### config.mk
export PLATFORM = sky130hd
export DESIGN_NAME = usb_pkt_rx_flat
export DESIGN_NICKNAME = d
export VERILOG_FILES = /design/src/rtl/usb_pkt_rx_pkg.sv /design/src/rtl/usb_pkt_rx_if.sv /design/src/rtl/usb_crc_step.sv /design/src/rtl/usb_pkt_rx.sv /design/src/flat_wrapper.sv
export SDC_FILE = /design/constraint.sdc
export NUM_CORES = 1
export LEC_CHECK = 0
export CORE_MARGIN = 2
export CORE_UTILIZATION = 50
export DETAILED_ROUTE_END_ITERATION = 7
export GPL_TIMING_DRIVEN = 0
export MAX_ROUTING_LAYER = met4
export PLACE_DENSITY = 0.73
export REMOVE_ABC_BUFFERS = 1
export SLEW_MARGIN = 20
export SYNTH_ARGS = -nofsm -noshare
export SYNTH_HDL_FRONTEND = slang
export SYNTH_SLANG_ARGS = --single-unit
### constraint.sdc
create_clock -name clk -period 7.55 [get_ports clk]
set_input_delay 1.1325 -clock clk [delete_from_list [all_inputs] [get_ports clk]]
set_output_delay 1.1325 -clock clk [all_outputs]
set_load 0.01 [all_outputs]
### src/rtl/usb_pkt_rx_pkg.sv
// Shared USB receive constants: SYNC byte, PID codes and classes, CRC parameters,
// pkt_err bit positions and the receiver FSM state type.
package usb_pkt_rx_pkg;

  localparam logic [7:0] SyncByte = 8'h80;

  localparam logic [3:0] PidOut   = 4'b0001;
  localparam logic [3:0] PidIn    = 4'b1001;
  localparam logic [3:0] PidSof   = 4'b0101;
  localparam logic [3:0] PidSetup = 4'b1101;
  localparam logic [3:0] PidPing  = 4'b0100;
  localparam logic [3:0] PidData0 = 4'b0011;
  localparam logic [3:0] PidData1 = 4'b1011;
  localparam logic [3:0] PidData2 = 4'b0111;
  localparam logic [3:0] PidMdata = 4'b1111;
  localparam logic [3:0] PidAck   = 4'b0010;
  localparam logic [3:0] PidNak   = 4'b1010;
  localparam logic [3:0] PidNyet  = 4'b0110;
  localparam logic [3:0] PidStall = 4'b1110;

  localparam logic [4:0]  Crc5Poly  = 5'b00101;
  localparam logic [4:0]  Crc5Init  = 5'b11111;
  localparam logic [4:0]  Crc5Res   = 5'b01100;
  localparam logic [15:0] Crc16Poly = 16'h8005;
  localparam logic [15:0] Crc16Init = 16'hFFFF;
  localparam logic [15:0] Crc16Res  = 16'h800D;

  localparam int unsigned ErrSync = 0;
  localparam int unsigned ErrPid  = 1;
  localparam int unsigned ErrLen  = 2;
  localparam int unsigned ErrCrc  = 3;
  localparam int unsigned ErrOvf  = 4;

  typedef enum logic [1:0] {ClsNone, ClsToken, ClsData, ClsHshk} pid_cls_e;
  typedef enum logic [1:0] {StIdle, StPid, StBody, StDone} rx_state_e;

  function automatic pid_cls_e pid_class(input logic [3:0] pid);
    pid_cls_e cls;
    case (pid)
      PidOut, PidIn, PidSof, PidSetup, PidPing: cls = ClsToken;
      PidData0, PidData1, PidData2, PidMdata:   cls = ClsData;
      PidAck, PidNak, PidNyet, PidStall:        cls = ClsHshk;
      default:                                  cls = ClsNone;
    endcase
    return cls;
  endfunction

endpackage

### src/rtl/usb_pkt_rx_if.sv
// Packet receiver bus: usb_rx byte strobes in, packet result/handshake and buffer read port out.
interface usb_pkt_rx_if #(
  parameter int unsigned AW = 7
) ();
  logic          rx_ready;
  logic [7:0]    rx_data;
  logic          rx_eop;
  logic          pkt_valid;
  logic [3:0]    pkt_pid;
  logic [AW-1:0] pkt_len;
  logic [4:0]    pkt_err;
  logic          pkt_ack;
  logic [AW-1:0] rd_addr;
  logic [7:0]    rd_data;
  logic          dropped;

  modport slave (
    input  rx_ready, rx_data, rx_eop, pkt_ack, rd_addr,
    output pkt_valid, pkt_pid, pkt_len, pkt_err, rd_data, dropped
  );

  modport master (
    output rx_ready, rx_data, rx_eop, pkt_ack, rd_addr,
    input  pkt_valid, pkt_pid, pkt_len, pkt_err, rd_data, dropped
  );
endinterface

### src/rtl/usb_crc_step.sv
// One byte of USB CRC5 and CRC16, fed LSB first, eight bit-steps in a single cycle.
module usb_crc_step
  import usb_pkt_rx_pkg::*;
(
  input  logic [7:0]  data,
  input  logic [4:0]  crc5_in,
  input  logic [15:0] crc16_in,
  output logic [4:0]  crc5_out,
  output logic [15:0] crc16_out
);

  always_comb begin
    crc5_out  = crc5_in;
    crc16_out = crc16_in;
    for (int i = 0; i < 8; i++) begin
      crc5_out  = {crc5_out[3:0], 1'b0} ^ ((data[i] ^ crc5_out[4]) ? Crc5Poly : 5'b0);
      crc16_out = {crc16_out[14:0], 1'b0} ^ ((data[i] ^ crc16_out[15]) ? Crc16Poly : 16'h0);
    end
  end

endmodule

### src/rtl/usb_pkt_rx.sv
// USB packet receiver: checks SYNC/PID/CRC, buffers post-PID bytes and holds one
// packet result until the protocol layer acknowledges it.
module usb_pkt_rx
  import usb_pkt_rx_pkg::*;
#(
  parameter int unsigned AW        = 7,
  parameter int unsigned MAX_BYTES = 66
) (
  input logic         clk,
  input logic         rst_n,
  usb_pkt_rx_if.slave bus
);

  localparam logic [AW:0] CntMax = (AW + 1)'(MAX_BYTES);
  localparam logic [AW:0] CntOne = (AW + 1)'(1);
  localparam logic [AW:0] CntTwo = (AW + 1)'(2);

  rx_state_e     state_q, state_d, eff;
  logic [AW:0]   count_q, count_d;
  logic [4:0]    crc5_q, crc5_d, crc5_nxt;
  logic [15:0]   crc16_q, crc16_d, crc16_nxt;
  logic          store_q, store_d;
  logic          sync_err_q, sync_err_d, pid_err_q, pid_err_d, ovf_q, ovf_d;
  pid_cls_e      cls_q, cls_d;
  logic [3:0]    pid_q, pid_d;
  logic          valid_q, valid_d, dropped_q, dropped_d;
  logic [3:0]    opid_q, opid_d;
  logic [AW-1:0] olen_q, olen_d;
  logic [4:0]    oerr_q, oerr_d;
  logic          len_err, crc_err, we;
  logic [7:0]    mem [2**AW];

  usb_crc_step u_crc (
    .data      (bus.rx_data),
    .crc5_in   (crc5_q),
    .crc16_in  (crc16_q),
    .crc5_out  (crc5_nxt),
    .crc16_out (crc16_nxt)
  );

  always_comb begin
    state_d    = state_q;
    count_d    = count_q;
    crc5_d     = crc5_q;
    crc16_d    = crc16_q;
    store_d    = store_q;
    sync_err_d = sync_err_q;
    pid_err_d  = pid_err_q;
    ovf_d      = ovf_q;
    cls_d      = cls_q;
    pid_d      = pid_q;
    valid_d    = valid_q;
    opid_d     = opid_q;
    olen_d     = olen_q;
    oerr_d     = oerr_q;
    dropped_d  = 1'b0;
    we         = 1'b0;
    len_err    = 1'b0;
    crc_err    = 1'b0;
    eff        = state_q;

    // Byte handling first; eff is the state the byte leaves us in, so a same-cycle
    // eop is evaluated against the post-byte view.
    unique case (state_q)
      StIdle: begin
        if (bus.rx_ready) begin
          count_d    = '0;
          crc5_d     = Crc5Init;
          crc16_d    = Crc16Init;
          pid_err_d  = 1'b0;
          ovf_d      = 1'b0;
          cls_d      = ClsNone;
          pid_d      = '0;
          sync_err_d = (bus.rx_data != SyncByte);
          store_d    = (bus.rx_data == SyncByte);
          eff        = (bus.rx_data == SyncByte) ? StPid : StBody;
        end
      end
      StPid: begin
        if (bus.rx_ready) begin
          pid_d     = bus.rx_data[3:0];
          cls_d     = pid_class(bus.rx_data[3:0]);
          pid_err_d = (bus.rx_data[7:4] != ~bus.rx_data[3:0]) || (cls_d == ClsNone);
          eff       = StBody;
        end
      end
      StBody: begin
        if (bus.rx_ready && store_q) begin
          if (count_q < CntMax) begin
            we      = 1'b1;
            count_d = count_q + CntOne;
          end else begin
            ovf_d = 1'b1;
          end
          crc5_d  = crc5_nxt;
          crc16_d = crc16_nxt;
        end
      end
      StDone: begin
        if (bus.rx_eop) dropped_d = 1'b1;
        if (bus.pkt_ack) begin
          state_d = StIdle;
          valid_d = 1'b0;
        end
      end
      default: state_d = StIdle;
    endcase

    if (state_q != StDone) begin
      state_d = eff;
      if (bus.rx_eop && eff != StIdle) begin
        len_err = (eff == StPid) ||
                  (cls_d == ClsToken && count_d != CntTwo) ||
                  (cls_d == ClsHshk && |count_d) ||
                  (cls_d == ClsData && count_d < CntTwo);
        crc_err = !len_err && ((cls_d == ClsToken && crc5_d != Crc5Res) ||
                               (cls_d == ClsData && crc16_d != Crc16Res));
        oerr_d  = {ovf_d, crc_err, len_err, pid_err_d, sync_err_d};
        opid_d  = pid_d;
        olen_d  = count_d[AW-1:0];
        valid_d = 1'b1;
        state_d = StDone;
      end
    end
  end

  always_ff @(posedge clk or negedge rst_n) begin
    if (!rst_n) begin
      state_q    <= StIdle;
      count_q    <= '0;
      crc5_q     <= Crc5Init;
      crc16_q    <= Crc16Init;
      store_q    <= 1'b0;
      sync_err_q <= 1'b0;
      pid_err_q  <= 1'b0;
      ovf_q      <= 1'b0;
      cls_q      <= ClsNone;
      pid_q      <= '0;
      valid_q    <= 1'b0;
      opid_q     <= '0;
      olen_q     <= '0;
      oerr_q     <= '0;
      dropped_q  <= 1'b0;
    end else begin
      state_q    <= state_d;
      count_q    <= count_d;
      crc5_q     <= crc5_d;
      crc16_q    <= crc16_d;
      store_q    <= store_d;
      sync_err_q <= sync_err_d;
      pid_err_q  <= pid_err_d;
      ovf_q      <= ovf_d;
      cls_q      <= cls_d;
      pid_q      <= pid_d;
      valid_q    <= valid_d;
      opid_q     <= opid_d;
      olen_q     <= olen_d;
      oerr_q     <= oerr_d;
      dropped_q  <= dropped_d;
    end
  end

  always_ff @(posedge clk) begin
    if (we) mem[count_q[AW-1:0]] <= bus.rx_data;
  end

  always_ff @(posedge clk or negedge rst_n) begin
    if (!rst_n) bus.rd_data <= '0;
    else        bus.rd_data <= mem[bus.rd_addr];
  end

  assign bus.pkt_valid = valid_q;
  assign bus.pkt_pid   = opid_q;
  assign bus.pkt_len   = olen_q;
  assign bus.pkt_err   = oerr_q;
  assign bus.dropped   = dropped_q;

endmodule

### src/flat_wrapper.sv
// flat-port wrapper written by rule: the top's interface ports become plain ports
module usb_pkt_rx_flat import usb_pkt_rx_pkg::*;
#(
  parameter int unsigned AW        = 7,
  parameter int unsigned MAX_BYTES = 66
)
  (clk, rst_n, bus_rx_ready, bus_rx_data, bus_rx_eop, bus_pkt_ack, bus_rd_addr, bus_pkt_valid, bus_pkt_pid, bus_pkt_len, bus_pkt_err, bus_rd_data, bus_dropped);
  usb_pkt_rx_if #(.AW(AW)) bus_i ();
  input logic clk;
  input logic rst_n;
  input wire logic [$bits(bus_i.rx_ready)-1:0] bus_rx_ready;
  input wire logic [$bits(bus_i.rx_data)-1:0] bus_rx_data;
  input wire logic [$bits(bus_i.rx_eop)-1:0] bus_rx_eop;
  input wire logic [$bits(bus_i.pkt_ack)-1:0] bus_pkt_ack;
  input wire logic [$bits(bus_i.rd_addr)-1:0] bus_rd_addr;
  output wire logic [$bits(bus_i.pkt_valid)-1:0] bus_pkt_valid;
  output wire logic [$bits(bus_i.pkt_pid)-1:0] bus_pkt_pid;
  output wire logic [$bits(bus_i.pkt_len)-1:0] bus_pkt_len;
  output wire logic [$bits(bus_i.pkt_err)-1:0] bus_pkt_err;
  output wire logic [$bits(bus_i.rd_data)-1:0] bus_rd_data;
  output wire logic [$bits(bus_i.dropped)-1:0] bus_dropped;
  assign bus_i.rx_ready = bus_rx_ready;
  assign bus_i.rx_data = bus_rx_data;
  assign bus_i.rx_eop = bus_rx_eop;
  assign bus_i.pkt_ack = bus_pkt_ack;
  assign bus_i.rd_addr = bus_rd_addr;
  assign bus_pkt_valid = bus_i.pkt_valid;
  assign bus_pkt_pid = bus_i.pkt_pid;
  assign bus_pkt_len = bus_i.pkt_len;
  assign bus_pkt_err = bus_i.pkt_err;
  assign bus_rd_data = bus_i.rd_data;
  assign bus_dropped = bus_i.dropped;
  usb_pkt_rx #(.AW(AW), .MAX_BYTES(MAX_BYTES)) u_core (.clk(clk), .rst_n(rst_n), .bus(bus_i));
endmodule
======== Word level (Yosys, flattened, before mapping) ========
Memory sizes are Yosys's and may differ from the RTL's. A register that Yosys moved wholly into a read port is not among the register bits.
Cells that the tools add are included.
storage, ports and cells
  register bits after elaboration ......... 59
  bits in writable memories ............... 1024
  memory bits (read-only) ................. 32
  bits of input ports ..................... 20
  output and inout port bits .............. 26
  word-level logic and storage cells ...... 153
  memories kept ........................... 2
operators by class
  add/sub/neg operators ................... 1
  order comparisons ....................... 2
  equality and inequality tests ........... 14
  mux-type cells .......................... 62
  bitwise logic cells ..................... 33
  reduce and logical (&&, ||, !) cells .... 24
memory list
  memory            depth  bits a word  rd ports  clocked after Yosys merged registers in  write ports  line                  RTL
  u_core.mem        128    8            1         1                                        1            usb_pkt_rx.sv:31      logic [7:0] mem [2**AW];
  (name not given)  16     2            1         0                                        0            usb_pkt_rx_pkg.sv:39  case (pid)
operator list
  operator                                            count
  two-way mux 16 bit                                  10
  bitwise XOR 16 bit                                  8
  bitwise XOR 5 x 3 -> 5 bit                          8
  one-hot mux 16 bit (2 select lines)                 1
  two-way mux 3 bit                                   8
  two-way mux 8 bit                                   3
  two-way mux 2 bit                                   11
  two-way mux 1 bit                                   18
  != test 16 bit, second input constant               1
  one-hot mux 8 bit (2 select lines)                  1
  bitwise XOR 1 bit                                   16
  two-way mux 5 bit                                   2
  one-hot mux 5 bit (2 select lines)                  1
  adder 8 x 1 -> 8 bit, second input constant         1
  equality test 2 bit, second input constant          4
  equality test 8 bit, second input constant          1
  logical AND 1 bit                                   8
  < comparator 8 x 2 -> 1 bit, second input constant  1
  < comparator 8 x 7 -> 1 bit, second input constant  1
  two-way mux 4 bit                                   2
  != test 8 x 2 -> 1 bit, second input constant       1
  != test 8 bit, second input constant                1
  one-hot mux 2 bit (2 select lines)                  2
  one-hot mux 4 bit (2 select lines)                  1
  12 further kinds                                    25

======== Logic depth before layout (Yosys ltp) ========
  depth in word-level cells ............... 30
  depth in mapped cells ................... 10
  depth with buffers taken out ............ 9

======== Hierarchy ========
Synthesis repeated with hierarchy kept, for this count alone.
second synthesis, totals
  cells, all modules ...................... 1852
  area, all modules ....................... 42562.1 µm²
modules (own cells, without submodules)
  module        instances  cells each  area each (µm²)
  usb_pkt_rx    1          1807        42135.4
  usb_crc_step  1          45          426.7

======== Worst setup path after synthesis ========
Ideal clock, no wire load.
  path type ............................... input to register
  start point ............................. input bus_rd_addr[0]
  end point ............................... register u_core.bus.rd_data[0] (read register of u_core.mem)
  library setup time ...................... 0.125 ns
  arrival time ............................ 3.487 ns
  data required time ...................... 7.425 ns
  path slack .............................. 3.938 ns
  stages on the path ...................... 6
  cells stage by stage .................... clkbuf_1 > clkbuf_1 > mux4_2 > mux4_2 > mux4_2 > mux2_2
RTL lines
  element             line                 RTL
  start: declaration  flat_wrapper.sv:15   input wire logic [$bits(bus_i.rd_addr)-1:0] bus_rd_addr;
  end: declaration    usb_pkt_rx_if.sv:19  output pkt_valid, pkt_pid, pkt_len, pkt_err, rd_data, dropped

==> reports/metrics.yaml <==
grt_pass1_vias: 20500
die_h_microns: 296
syn_area_sq_um: 42500
ir_worst_vdd_uv: 193
syn_inst: 1853
cp-end-kind: "register"
cp_max_fo: 52
overflow: 0
async_flop_share_pct: 6.14
final_nets: 2445
grt_usage_pct: 19.1
synth_edf_count: 1024
drv_cap: 0
timing.slew.headroom_pct: 31.1
slowest_delay_ps: 620
synth_compound_area_share_pct: 1.07
power_density_nw_per_um2: 277
cts_buffers: 106
dpl.cell_count: 3448
io_buffers: 45
initial_utilization_pct: 50.7
cts-root-buf: "clkbuf_16"
max-clock-path-buffers: 3
grt_pass1_wl_microns: 121000
htree_num_levels: 3
viasPerCell: 5.36
antenna_left: 0
num_vias: 19500
routed_wl_microns: 78400
clk_pin_slew_ps: 60
synthDistinctLibCells: 59
r2r.worst_path.cells: 7
grt_max_degree: 97
design_area_sq_um: 49900
antenna_found_initial: 4
outcome: "finished, final reports clean"
nFillCells: 5925
hpwl_microns: 46100
post-route-min-period_ps: 4040
post_cts_buffers: 0
cts_hold_buffers: 0
crit_chain: "buf_8 > buf_16 > buf_16 > mux4_2 > mux4_2 > mux4_2 > mux2_2"
hold_violations: 0
drc: 0
ys_warn_count: 0
place_area_sq_um: 46400
synth_ff_type: "edfxtp_1"
drive_gt1_share_pct: 23.4
ys_seq_elements: 1091
synth_xor_area_share_pct: 1.01
die_area_sq_um: 87400
hold_path_class: "primary input to async pin"
yosys.area_share.simple_pct: 2.03
startpoint_type: "primary input"
avgRoutedWirePerCell_microns: 21.5
timing.hold.ws_ps: 449
layoutNonFillerInstCount: 3644
worstMarginPinSlew_ps: 1030
leakage_uw: 0.0170
drv_slew: 0
synthMuxAreaShare_pct: 18.4
syn_to_final_growth_pct: 17.2
path_class: "primary input to register"
required_ps: 8070
gp_congestion: 0.798
cts_resized: 0
post-route-util_pct: 59.4
cts.sinks: 1091
dr.first_iter.drc_count: 1810
yosysSeqAreaShare_pct: 76.3
rows: 106
clock_skew_ps: 17.2
coreArea_sq_um: 84000
tritoncts: "built"
first_pass_iters: 5
fin_crit_sh_pct: 53.5
synthAdderAreaFrac_pct: 0.0882
die_w_microns: 296
synth_top_family_by_area: "multiplexers"
crit_top_cell: "mux4_2"
syn_avg_cell_area_sq_um: 23.0
io_pins: 46
rsz0062_at_grt: "false"
crit_slowest_cell: "mux4_2"
power_uw: 13800
cp.arrival_ps: 4560
max_clock_freq_mhz: 247
clock_latency_ps: 650
setup_viol: 0
-- synth_stat cells, types with 9 or more instances --
cell type	count	share of area [%]
a21oi_1	17	0.20
buf_1	15	0.13
buf_2	24	0.28
clkbuf_1	54	0.48
dfrtp_1	46	2.7
dfstp_2	21	1.3
edfxtp_1	1024	72
inv_1	10	0.088
mux2_2	23	0.61
mux4_2	336	18
nand2_1	41	0.36
nand3_1	10	0.12
nor2_1	90	0.79
nor3_1	9	0.11
xnor2_1	21	0.43
-- path summary, 6_finish.rpt --
path / start / to / slack, ps
max in group asynchronous: rst_n / u_core.crc16_q[10] / 6470
hold reg to reg: u_core.pid_q[1] / u_core.pid_q[1] / 490
setup reg to reg: u_core.state_q[1] / u_core.bus.pkt_err[3] / 3890
hold / removal: rst_n / u_core.bus.pkt_valid / 450
min in group clk: u_core.pid_q[1] / u_core.pid_q[1] / 490
setup / recovery: bus_rd_addr[0] / u_core.bus.rd_data[4] / 3510
-- flip-flops by register name (all words and copies together) (netlist names) --
register,flops
u_core.pid_err_q,1
u_core.sync_err_q,1
u_core.ovf_q,1
u_core.mem,1024
u_core.cls_q,2
u_core.count_q,8
u_core.bus.rd_data,8
u_core.pid_q,4
u_core.bus.pkt_pid,4
u_core.bus.pkt_valid,1
u_core.store_q,1
u_core.bus.dropped,1
u_core.crc5_q,5
u_core.state_q,2
u_core.crc16_q,16
u_core.bus.pkt_len,7
u_core.bus.pkt_err,5
-- layout by cell type, fill, tap and decap left out, drive strengths merged, types with 5 or more instances in the layout --
cell and instances:
o21ai 5, nor2 90, dfstp 21, inv 13, a21oi 17, nand3 10, conb 496, o22a 8
xnor2 21, or2 5, a31oi 5, xor2 7, clkdlybuf4s50 30, edfxtp 1024, bufinv 13, mux4 336
clkinv 46, dfrtp 46, nor3 9, buf 34, clkbuf 130, nor2b 8, mux2 23, nand2 41
-- power breakdown --
part           leakage, uW  internal (uW)  switching (uW)
clock              0.00173           3120            2170
combinational      0.00493            671             682
sequential          0.0104           7000             172
-- through the flow --
step                setup slack (ps)  setup TNS [ps]
finish                          3510               0
global route                    3350               0
detailed placement              2750               0
CTS                             3450               0
global placement              -12210          -97020
floorplan                       4350               0
-- critical path, delay by kind of cell --
family	cells	cell delay, ps
buffers and inverters	3	1190
muxes	4	2030
-- layout make-up --
cell class / count / area [sq um] / share of cell area, %
antenna: 1 / 2.50 / 0.00502
clock buffer: 130 / 2860 / 5.72
clock inverter: 65 / 666 / 1.33
inverter: 10 / 37.5 / 0.0753
multi-input combinational: 1149 / 11500 / 23.1
sequential: 1091 / 32500 / 65.1
tap: 1134 / 1420 / 2.84
timing repair buffer: 64 / 927 / 1.86
-- logic make-up after synthesis --
family,Yosys count
fa+ha+maj,3
other cells,1
flops,1091
buf+inv,108
simple gates,190
compound gates,63
mux,361
xor+xnor,36
-- metal layers --
metal	share of wire, %	GRT usage [%]	vias to the layer above	wire length, microns
li1	-	-	8484	-
met1	41	25.4	10300	31900
met2	51	31.2	608	40100
met3	6.2	3.19	116	4820
met4	2.0	4.63	0	1590
met5	0	-	-	0
No activity file was read; power rests on OpenSTA's default activity.
